<file path="src/rtl/rx_serial_aligner.sv">
// Serial-to-parallel receive aligner: finds the byte boundary from a run of
// COM symbols, then emits recovered bytes with COM idles marked not-valid.
module rx_serial_aligner #(
    parameter logic [7:0] COM       = 8'hBC,
    parameter int         COM_COUNT = 4
) (
    input  logic       clk,
    input  logic       reset,
    input  logic       data_in,
    output logic [7:0] data_out,
    output logic       valid_out,
    output logic       active
);

    typedef enum logic [1:0] {
        SEARCH  = 2'd0,
        LOCKING = 2'd1,
        ACTIVE  = 2'd2
    } state_t;

    state_t      state, state_n;
    // Only the seven older bits are stored; the eighth is data_in itself.
    logic [6:0]  sr, sr_n;
    logic [2:0]  bit_cnt, bit_cnt_n;
    logic [3:0]  com_cnt, com_cnt_n;
    logic [7:0]  data_out_n;
    logic        valid_n;
    logic [7:0]  window;
    logic        boundary;

    assign window   = {sr, data_in};
    assign boundary = (bit_cnt == 3'd7);
    assign active   = (state == ACTIVE);

    always_comb begin
        // NOTE: every signal gets its hold value first so no path infers a latch.
        state_n    = state;
        sr_n       = window[6:0];
        bit_cnt_n  = bit_cnt + 3'd1;
        com_cnt_n  = com_cnt;
        data_out_n = data_out;
        valid_n    = valid_out;

        case (state)
            SEARCH: begin
                bit_cnt_n = 3'd0;
                if (window == COM) begin
                    state_n   = LOCKING;
                    com_cnt_n = 4'd1;
                end
            end
            LOCKING: begin
                if (boundary) begin
                    if (window == COM) begin
                        com_cnt_n = com_cnt + 4'd1;
                        if (com_cnt_n == 4'(COM_COUNT))
                            state_n = ACTIVE;
                    end else begin
                        // A broken run falls back without re-testing this window.
                        state_n   = SEARCH;
                        com_cnt_n = 4'd0;
                    end
                end
            end
            ACTIVE: begin
                if (boundary) begin
                    data_out_n = window;
                    valid_n    = (window != COM);
                end
            end
            default: state_n = SEARCH;
        endcase
    end

    always_ff @(posedge clk) begin
        // NOTE: non-blocking assignments keep every register updating from pre-edge values.
        if (!reset) begin
            state     <= SEARCH;
            sr        <= 7'd0;
            bit_cnt   <= 3'd0;
            com_cnt   <= 4'd0;
            data_out  <= 8'h00;
            valid_out <= 1'b0;
        end else begin
            state     <= state_n;
            sr        <= sr_n;
            bit_cnt   <= bit_cnt_n;
            com_cnt   <= com_cnt_n;
            data_out  <= data_out_n;
            valid_out <= valid_n;
        end
    end

endmodule

</file>
<file path="config.mk">
export PLATFORM = sky130hd
export DESIGN_NAME = rx_serial_aligner
export DESIGN_NICKNAME = d
export VERILOG_FILES = /design/src/rtl/rx_serial_aligner.sv
export SDC_FILE = /design/constraint.sdc
export NUM_CORES = 1
export LEC_CHECK = 0
export ABC_CLOCK_PERIOD_IN_PS = 2000
export BUFFER_PORTS_ARGS = -buffer_cell sky130_fd_sc_hd__clkbuf_2
export CAP_MARGIN = 20
export CORE_MARGIN = 2
export CORE_UTILIZATION = 49
export CTS_CLUSTER_SIZE = 28
export DETAILED_ROUTE_END_ITERATION = 6
export HOLD_SLACK_MARGIN = 0.15
export PLACE_DENSITY = 0.69
export SLEW_MARGIN = 10
export SYNTH_ARGS = -nofsm -noshare
export SYNTH_HDL_FRONTEND = slang
export SYNTH_SLANG_ARGS = --single-unit
</file>
<file path="constraint.sdc">
create_clock -name clk -period 2 [get_ports clk]
set_clock_uncertainty 0.05 [all_clocks]
set_input_delay 0.4 -clock clk [delete_from_list [all_inputs] [get_ports clk]]
set_output_delay 0.4 -clock clk [all_outputs]
set_load 0.01 [all_outputs]
</file>
==> results of run 1 <==
==> per-layer routing <==
layer | vias to the layer above | share of wire | track usage | wire (um)
met5 | - | 0 | 0 | 0
met4 | 0 | 0.015 | 0.0833 | 27
met3 | 2 | 0.031 | 0.0273 | 55
met2 | 13 | 0.45 | 0.256 | 785
met1 | 332 | 0.51 | 0.212 | 891
li1 | 380 | - | - | -
==> Yosys cell counts <==
| cell type | count | area share |
|---|---|---|
| o311a_1 | 1 | 0.0098 |
| buf_6 | 1 | 0.011 |
| ha_1 | 4 | 0.049 |
| nand2b_1 | 1 | 0.0062 |
| a31oi_1 | 2 | 0.012 |
| nand3b_1 | 2 | 0.015 |
| and3_2 | 2 | 0.015 |
| a211oi_1 | 1 | 0.0074 |
| o211ai_1 | 2 | 0.015 |
| inv_1 | 2 | 0.0074 |
| or2_4 | 1 | 0.0086 |
| and4_1 | 1 | 0.0086 |
| and2_2 | 1 | 0.0074 |
| nand4_1 | 4 | 0.025 |
| nand4bb_1 | 1 | 0.011 |
| and2b_1 | 1 | 0.0074 |
| clkbuf_1 | 3 | 0.011 |
| and2_1 | 7 | 0.043 |
| nor2_1 | 11 | 0.041 |
| a22o_1 | 2 | 0.017 |
| a21oi_1 | 1 | 0.0049 |
| a311oi_1 | 1 | 0.0086 |
| dfxtp_1 | 25 | 0.49 |
| xnor2_1 | 1 | 0.0086 |
| nor3_1 | 1 | 0.0049 |
| nand2_1 | 5 | 0.018 |
| buf_2 | 1 | 0.0049 |
| nor2b_1 | 3 | 0.018 |
| nand2_2 | 1 | 0.0062 |
| nand4b_1 | 1 | 0.0086 |
| mux2i_1 | 8 | 0.079 |
| o21ai_0 | 2 | 0.0098 |
| o32ai_1 | 1 | 0.0086 |
==> worst max-delay path: stages, from the launching register on <==
cell      delay [ns]
dfxtp_1         0.50
and2b_1         0.28
clkbuf_2        0.14
==> final cells by class <==
| class | count | area share |
|---|---|---|
| flip-flops and latches | 25 | 0.450 |
| multi-input cells | 69 | 0.434 |
| repair buffers | 12 | 0.0541 |
| well taps | 27 | 0.0304 |
| clock buffers | 3 | 0.0203 |
| inverters | 2 | 0.00676 |
| clock inverters | 1 | 0.00450 |
==> state kept, by name (all words and copies together), names as in the netlist <==
register	flops
bit_cnt	3
data_out	8
com_cnt	4
state	2
sr	7
valid_out	1
==> through the flow <==
step | hold WS [ns] | total power, mW | area, sq um | instances
floorplan | 0.348 | 0.524 | 1020 | 101
global placement | 0.358 | 0.529 | 1080 | 135
detailed placement | 0.389 | 0.529 | 1080 | 135
CTS | 0.261 | 0.747 | 1110 | 139
global route | 0.278 | 0.766 | 1110 | 139
finish | 0.268 | 0.738 | 1110 | 139
==> path summary, 6_finish.rpt <==
check / endpoint / slack, ns / depth (start not counted)
worst max-delay path: active / 0.32 / 2
worst max register to register: data_out[0]$_SDFFE_PN0P_ / 0.43 / 5
worst min-delay path: sr[0]$_SDFF_PN0_ / 0.27 / 2
worst min register to register: bit_cnt[0]$_SDFF_PP0_ / 0.41 / 1
==> kinds of logic after synthesis <==
group	after synthesis	share of synthesized area
and+or+nand+nor	43	0.244
xor gates and xnor gates	1	0.00861
muxes	8	0.0787
buffers and inverters	7	0.0344
adders and majority gates	4	0.0492
DFF	25	0.492
AOI/OAI and AO/OA	13	0.0935
==> layout by cell type, fill, tap and decap left out, types with 2 or more instances in the layout <==
master,instances
dfxtp_1,25
clkbuf_2,12
nor2_1,11
mux2i_1,8
and2_1,7
nand2_1,5
nand4_1,4
ha_1,4
nor2b_1,3
clkbuf_4,3
and3_2,2
inv_1,2
a31oi_1,2
nand3b_1,2
o211ai_1,2
a22o_1,2
o21ai_0,2
==> report_power, final <==
group | internal, mW | switching [mW] | leakage (nW)
sequential | 0.501 | 0.00222 | 0.202
clock | 0.0749 | 0.145 | 0.0177
combinational | 0.00489 | 0.0101 | 0.294
==> flow_summary.toml, run 1 <==
[synth]
synth_cells = 101
syn-cell-area_sq_um = 1020
syn_area_per_cell_sq_um = 10.1
yosysUniqueCellTypes = 33
seq_area_frac_synth = 0.492
synth_nets = 108
yosys_warnings = 0
ys_seq_elements = 25

[sta]
fin_crit_sh = 0.842
setup_tns_ns = 0
relSlewSlack = 0.764
slew_viol_final = 0
setup_viol = 0
rsz0062_at_grt = "no"
layout_min_cycle_time_ns = 1.68
final_hold_viol_count = 0
fmax_mhz = 594
layout_setup_ws_ns = 0.315
worst_slew_pin_slew_ns = 0.353

[global_routing]
grt_pass1_vias = 706
grt_overflow_total = 0
grt_pass1_wl_um = 3040
antenna_found_initial = 0
grt_util_all_layers = 0.162
grt_start_max_net_pins = 15

[die]
die_width_um = 49.6
boundaryPins = 13
initial_core_util = 0.518
core_sq_um = 1960
rows = 16
die_h_um = 49.6
die_area_sq_um = 2460

[layout]
final_util = 0.566
drive_gt1_frac = 0.188
antenna_cells = 0
nFillCells = 196
areaGrowthSynthToFinish_pct = 9.23
fin_nets = 120
regArea_sq_um = 500
multi_input_area_sq_um = 482

[placement]
hpwl_um = 1290
place_congestion = 0.697
portBuffers = 12
dp_slack_ns = 0.360

[cts]
insertion_delay_ns = 0.32
clkTransAtPathRegs_ns = 0.13
h-tree-depth = 1
cts_hold_buf = 0
cts_setup_buffers = 0
cts.sinks = 25
cts_buffers = 3
cts_buffer_depth = 2
cts_resized = 0
root_buffer = "clkbuf_4"
tritoncts = "yes"

[min_path]
hold_class = "input port to register"
holdCritStartpoint = "data_in"

[drt]
num_vias = 727
drcViolationCount = 0
routed_wirelength_um = 1760
antenna_left = 0
routed_via_density = 5.23
wl_per_cell_um = 12.6
dr.pass1.iters = 4
initialDrtViolationCount = 8

[worst_setup_path]
cp.required_ns = 1.55
setup.worst_path.end_class = "output pin"
crit_path_max_fanout = 10
critPathLaunchType = "register"
r2r_start = "bit_cnt[0]$_SDFF_PP0_"
cp.arrival_ns = 1.23
crit_type = "register to output pin"
crit_start = "state[0]$_SDFFE_PN0P_"

[outcome]
outcome = "finished, final reports clean"

[power]
p_leak_nw = 0.514
ir_drop_mv = 0.320
powerDensity_nw_per_um2 = 664

[run]
drv_cap = 0
No activity file was read; power rests on OpenSTA's default activity.
==> inputs of run 2 (changes only) <==
--- a/config.mk
+++ b/config.mk
@@ -5,7 +5,7 @@
 export SDC_FILE = /design/constraint.sdc
 export NUM_CORES = 1
 export LEC_CHECK = 0
-export ABC_CLOCK_PERIOD_IN_PS = 2000
+export ABC_CLOCK_PERIOD_IN_PS = 1550
 export BUFFER_PORTS_ARGS = -buffer_cell sky130_fd_sc_hd__clkbuf_2
 export CAP_MARGIN = 20
 export CORE_MARGIN = 2
==> constraint.sdc (replaced) <==
create_clock -name clk -period 1.55 [get_ports clk]
set_clock_uncertainty 0.05 [all_clocks]
set_input_delay 0.31 -clock clk [delete_from_list [all_inputs] [get_ports clk]]
set_output_delay 0.31 -clock clk [all_outputs]
set_load 0.01 [all_outputs]
==> flow_summary.toml, run 2 (synthesized netlist as in run 1, its figures left out) <==
[cts]
tritoncts = "yes"
clkTransAtPathRegs_ns = 0.13
cts_resized = 0
cts_setup_buffers = 0
cts_hold_buf = 0
cts.sinks = 25
root_buffer = "clkbuf_4"
h-tree-depth = 1
cts_buffers = 3
cts_buffer_depth = 2
insertion_delay_ns = 0.31

[sta]
setup_viol = 0
relSlewSlack = 0.770
fmax_mhz = 687
worst_slew_pin_slew_ns = 0.344
slew_viol_final = 0
final_hold_viol_count = 0
rsz0062_at_grt = "no"
fin_crit_sh = 0.939
layout_min_cycle_time_ns = 1.46
setup_tns_ns = 0

[worst_setup_path]
crit_family = "flip-flops"
path_buf_inv = 1
crit_start = "state[1]$_SDFFE_PN0P_"
cp.depth = 2
r2r_cells = 5
worstPathCellList = "and2b_1 > clkbuf_2"
max_stage_delay_ns = 0.40
critPathLaunchType = "register"
r2r_start = "bit_cnt[0]$_SDFF_PP0_"
regToRegEndpoint = "com_cnt[1]$_SDFFE_PN0P_"
crit_end = "active"
crit_slowest_cell = "dfxtp_2"
setup.worst_path.end_class = "output pin"
crit_path_max_fanout = 6
r2r_slack_ns = 0.13
cp.arrival_ns = 1.10
cp.required_ns = 1.19
crit_type = "register to output pin"

[drt]
drcViolationCount = 0
dr.pass1.iters = 4
routed_wirelength_um = 1680
antenna_left = 0
num_vias = 753
routed_via_density = 5.23
initialDrtViolationCount = 7
wl_per_cell_um = 11.7

[layout]
regMostFlops = "data_out"
layout.cells.most_common_list = "dfxtp_1 (24), clkbuf_2 (12), nor2_1 (11)"
areaGrowthSynthToFinish_pct = 13.3
stdcell_area_sq_um = 1150
drive_gt1_frac = 0.239
fin_nets = 125
largest_register_ffs = 8
reg_top3 = "data_out x8, sr x7, com_cnt x4"
final_common_cell = "dfxtp_1"
antenna_cells = 0

[power]
sequentialPowerShare = 0.683
internal_power_mw = 0.752
p_leak_nw = 0.537
powerDensity_nw_per_um2 = 824
netSwitchingPower_mw = 0.198
switching_share = 0.208
p_clk_frac = 0.291
p_total_mw = 0.950
comb_power_share = 0.025
ir_drop_mv = 0.508

[global_routing]
grt_start_max_net_pins = 15
grt_overflow_total = 0
grt_util_all_layers = 0.165
grt_pass1_vias = 713
antenna_found_initial = 0
grt_pass1_wl_um = 3170

[placement]
hpwl_um = 1270
portBuffers = 12
dpl-instance-area_sq_um = 1120
place_congestion = 0.836

[die]
initial_core_util = 0.518
die_h_um = 49.6
die_area_sq_um = 2460
die_width_um = 49.6
core_sq_um = 1960
rows = 16
boundaryPins = 13

[run]
drv_cap = 0

[min_path]
hold_class = "input port to register"

[outcome]
outcome = "finished, final reports clean"
==> run 2: worst min path at each step <==
stage / startpoint / endpoint / slack, ns / cells after the start
6_report: data_in / sr[0]$_SDFF_PN0_ / 0.20 / 2
4_1_cts: data_in / sr[0]$_SDFF_PN0_ / 0.19 / 2
5_1_grt: data_in / sr[0]$_SDFF_PN0_ / 0.19 / 2
3_5_place_dp: bit_cnt[0]$_SDFF_PP0_ / bit_cnt[0]$_SDFF_PP0_ / 0.37 / 1
2_1_floorplan: bit_cnt[0]$_SDFF_PP0_ / bit_cnt[0]$_SDFF_PP0_ / 0.35 / 1
3_3_place_gp: bit_cnt[0]$_SDFF_PP0_ / bit_cnt[0]$_SDFF_PP0_ / 0.36 / 1
==> run 2: per-stage QoR <==
stage | cells | util | hold slack (ns) | setup slack, ns
after floorplan | 101 | - | 0.348 | 0.0801
final | 144 | 0.587 | 0.196 | 0.0940
after CTS | 144 | 0.585 | 0.187 | 0.0132
after detailed placement | 140 | 0.571 | 0.371 | 0.0672
after global placement | 140 | 0.571 | 0.357 | 0.0946
after global routing | 144 | 0.587 | 0.190 | 0.00558
==> run 2: layout make-up <==
type / count / area (sq um)
timing repair buffer: 17 / 97.6
multi-input combinational: 69 / 484
sequential: 25 / 502
fill: 188 / 810
clock buffer: 3 / 22.5
clock inverter: 1 / 5.00
inverter: 2 / 7.51
tap: 27 / 33.8
==> run 2: routing by layer <==
metal | up-vias | global-route usage | part of all wire
met5 | - | 0 | 0
met4 | 0 | 0.0556 | 0
met3 | 0 | 0.0273 | 0.058
met2 | 18 | 0.251 | 0.46
met1 | 347 | 0.235 | 0.49
li1 | 388 | - | -
==> run 2: power groups by stage <==
stage / registers (mW) / clock network, mW / logic (mW)
final: 0.649 / 0.277 / 0.0240
after global routing: 0.650 / 0.318 / 0.0267
after CTS: 0.649 / 0.295 / 0.0241
after detailed placement: 0.663 / 0 / 0.0238
after global placement: 0.664 / 0 / 0.0237
after floorplan: 0.663 / 0 / 0.0129
==> inputs of run 3 (changes only) <==
--- a/config.mk
+++ b/config.mk
@@ -10,6 +10,7 @@
 export CAP_MARGIN = 20
 export CORE_MARGIN = 2
 export CORE_UTILIZATION = 49
+export CTS_BUF_LIST = sky130_fd_sc_hd__clkbuf_16
 export CTS_CLUSTER_SIZE = 28
 export DETAILED_ROUTE_END_ITERATION = 6
 export HOLD_SLACK_MARGIN = 0.15
==> flow_summary.toml, run 3 (synthesized netlist as in run 1, its figures left out) <==
[cts]
insertion_delay_ns = 0.25
root_buffer = "clkbuf_16"
clkTransAtPathRegs_ns = 0.06
cts_buffer_depth = 2
cts.sinks = 25
cts_buffers = 3
cts_hold_buf = 0
h-tree-depth = 1
cts_setup_buffers = 0
tritoncts = "yes"

[power]
p_leak_nw = 0.560
ir_drop_mv = 0.742
sequentialPowerShare = 0.529
netSwitchingPower_mw = 0.225
p_clk_frac = 0.451
internal_power_mw = 1.00
powerDensity_nw_per_um2 = 1020
switching_share = 0.183
comb_power_share = 0.020

[sta]
slew_viol_final = 0
final_hold_viol_count = 0
rsz0062_at_grt = "no"
layout_min_cycle_time_ns = 1.45
setup_tns_ns = 0
setup_viol = 0
relSlewSlack = 0.761
fmax_mhz = 692
worst_slew_pin_slew_ns = 0.358
fin_crit_sh = 0.932

[worst_setup_path]
crit_path_max_fanout = 6
r2r_start = "state[1]$_SDFFE_PN0P_"
regToRegEndpoint = "com_cnt[1]$_SDFFE_PN0P_"
cp.arrival_ns = 1.09
r2r_slack_ns = 0.12
critPathLaunchType = "register"
crit_type = "register to output pin"
r2r_cells = 3
setup.worst_path.end_class = "output pin"
cp.required_ns = 1.19

[drt]
wl_per_cell_um = 12.4
met3WireLength_um = 66
routed_wirelength_um = 1790
dr.pass1.iters = 5
initialDrtViolationCount = 8
drcViolationCount = 0
highest_layer = "met3"
antenna_left = 0
routed_via_density = 5.22
wl_met1_um = 916
num_vias = 751
wl_met2_um = 807

[layout]
layout.cells.most_common_list = "dfxtp_1 (25), clkbuf_2 (12), nor2_1 (11)"
regArea_sq_um = 500
drive_gt1_frac = 0.231
antenna_cells = 0
nFillCells = 181
areaGrowthSynthToFinish_pct = 18.3
regMostFlops = "data_out"
multi_input_area_sq_um = 484
final_common_cell = "dfxtp_1"
stdcell_area_sq_um = 1200
largest_register_ffs = 8
reg_top3 = "data_out x8, sr x7, com_cnt x4"
fin_nets = 125

[die]
die_width_um = 49.6
core_sq_um = 1960
initial_core_util = 0.518
rows = 16
die_h_um = 49.6
die_area_sq_um = 2460
boundaryPins = 13

[min_path]
holdPathEnd = "sr[0]$_SDFF_PN0_"
holdPathStages = 2
hold_class = "input port to register"
holdCritStartpoint = "data_in"

[placement]
portBuffers = 12
dpl-instance-area_sq_um = 1120
place_congestion = 0.836
hpwl_um = 1270

[global_routing]
grt_util_all_layers = 0.165
antenna_found_initial = 0
grt_pass1_wl_um = 3240
grt_overflow_total = 0
grt_pass1_vias = 718
grt_start_max_net_pins = 15

[outcome]
outcome = "finished, final reports clean"

[run]
drv_cap = 0
run 3: cell counts in the layout (fill, tap and decap cells not counted):
Identical to the previous run, type by type.
run 3: routing by layer:
metal,global-route usage,up-vias
li1,-,388
met1,0.233,350
met2,0.269,13
met3,0.0273,0
met4,0.0278,0
met5,0,-
run 3: repair_timing:
item / 4_1_cts / 5_1_grt
resized for setup: 0 / 1
hold endpoints to repair: 0 / 0
setup endpoints to repair: 0 / 10
run 3: worst max-delay path by stage:
stage,cells past startpoint,start,endpoint
3_3_place_gp,5,bit_cnt[0]$_SDFF_PP0_,com_cnt[1]$_SDFFE_PN0P_
4_1_cts,5,bit_cnt[0]$_SDFF_PP0_,data_out[1]$_SDFFE_PN0P_
3_5_place_dp,5,bit_cnt[0]$_SDFF_PP0_,data_out[1]$_SDFFE_PN0P_
5_1_grt,2,state[1]$_SDFFE_PN0P_,active
2_1_floorplan,6,bit_cnt[0]$_SDFF_PP0_,com_cnt[1]$_SDFFE_PN0P_
6_report,2,state[1]$_SDFFE_PN0P_,active
run 3: stage by stage:
step | power (mW) | cells | utilization | hold WS [ns] | setup WS [ns]
after floorplan | 0.676 | 101 | - | 0.348 | 0.0801
after global placement | 0.688 | 140 | 0.571 | 0.357 | 0.0946
after detailed placement | 0.687 | 140 | 0.571 | 0.371 | 0.0672
after CTS | 1.23 | 144 | 0.612 | 0.260 | 0.0281
after global routing | 1.26 | 144 | 0.614 | 0.269 | 0.0283
final | 1.23 | 144 | 0.614 | 0.267 | 0.105
run 3: area by class of cell:
type / count / area share
flip-flops and latches: 25 / 0.416
multi-input cells: 69 / 0.402
clock inverters: 1 / 0.00416
clock buffers: 3 / 0.0624
repair buffers: 17 / 0.0811
well taps: 27 / 0.0281
inverters: 2 / 0.00624
run 3: worst max-delay path: stages (launching register included):
cell,delay [ns]
dfxtp_1,0.42
and2b_1,0.25
clkbuf_2,0.16
run 3: power by group through the flow:
stage | registers [mW] | logic (mW) | clock network [mW]
floorplan | 0.663 | 0.0129 | 0
global placement | 0.664 | 0.0237 | 0
detailed placement | 0.663 | 0.0238 | 0
CTS | 0.649 | 0.0242 | 0.561
global route | 0.649 | 0.0267 | 0.588
finish | 0.650 | 0.0243 | 0.553
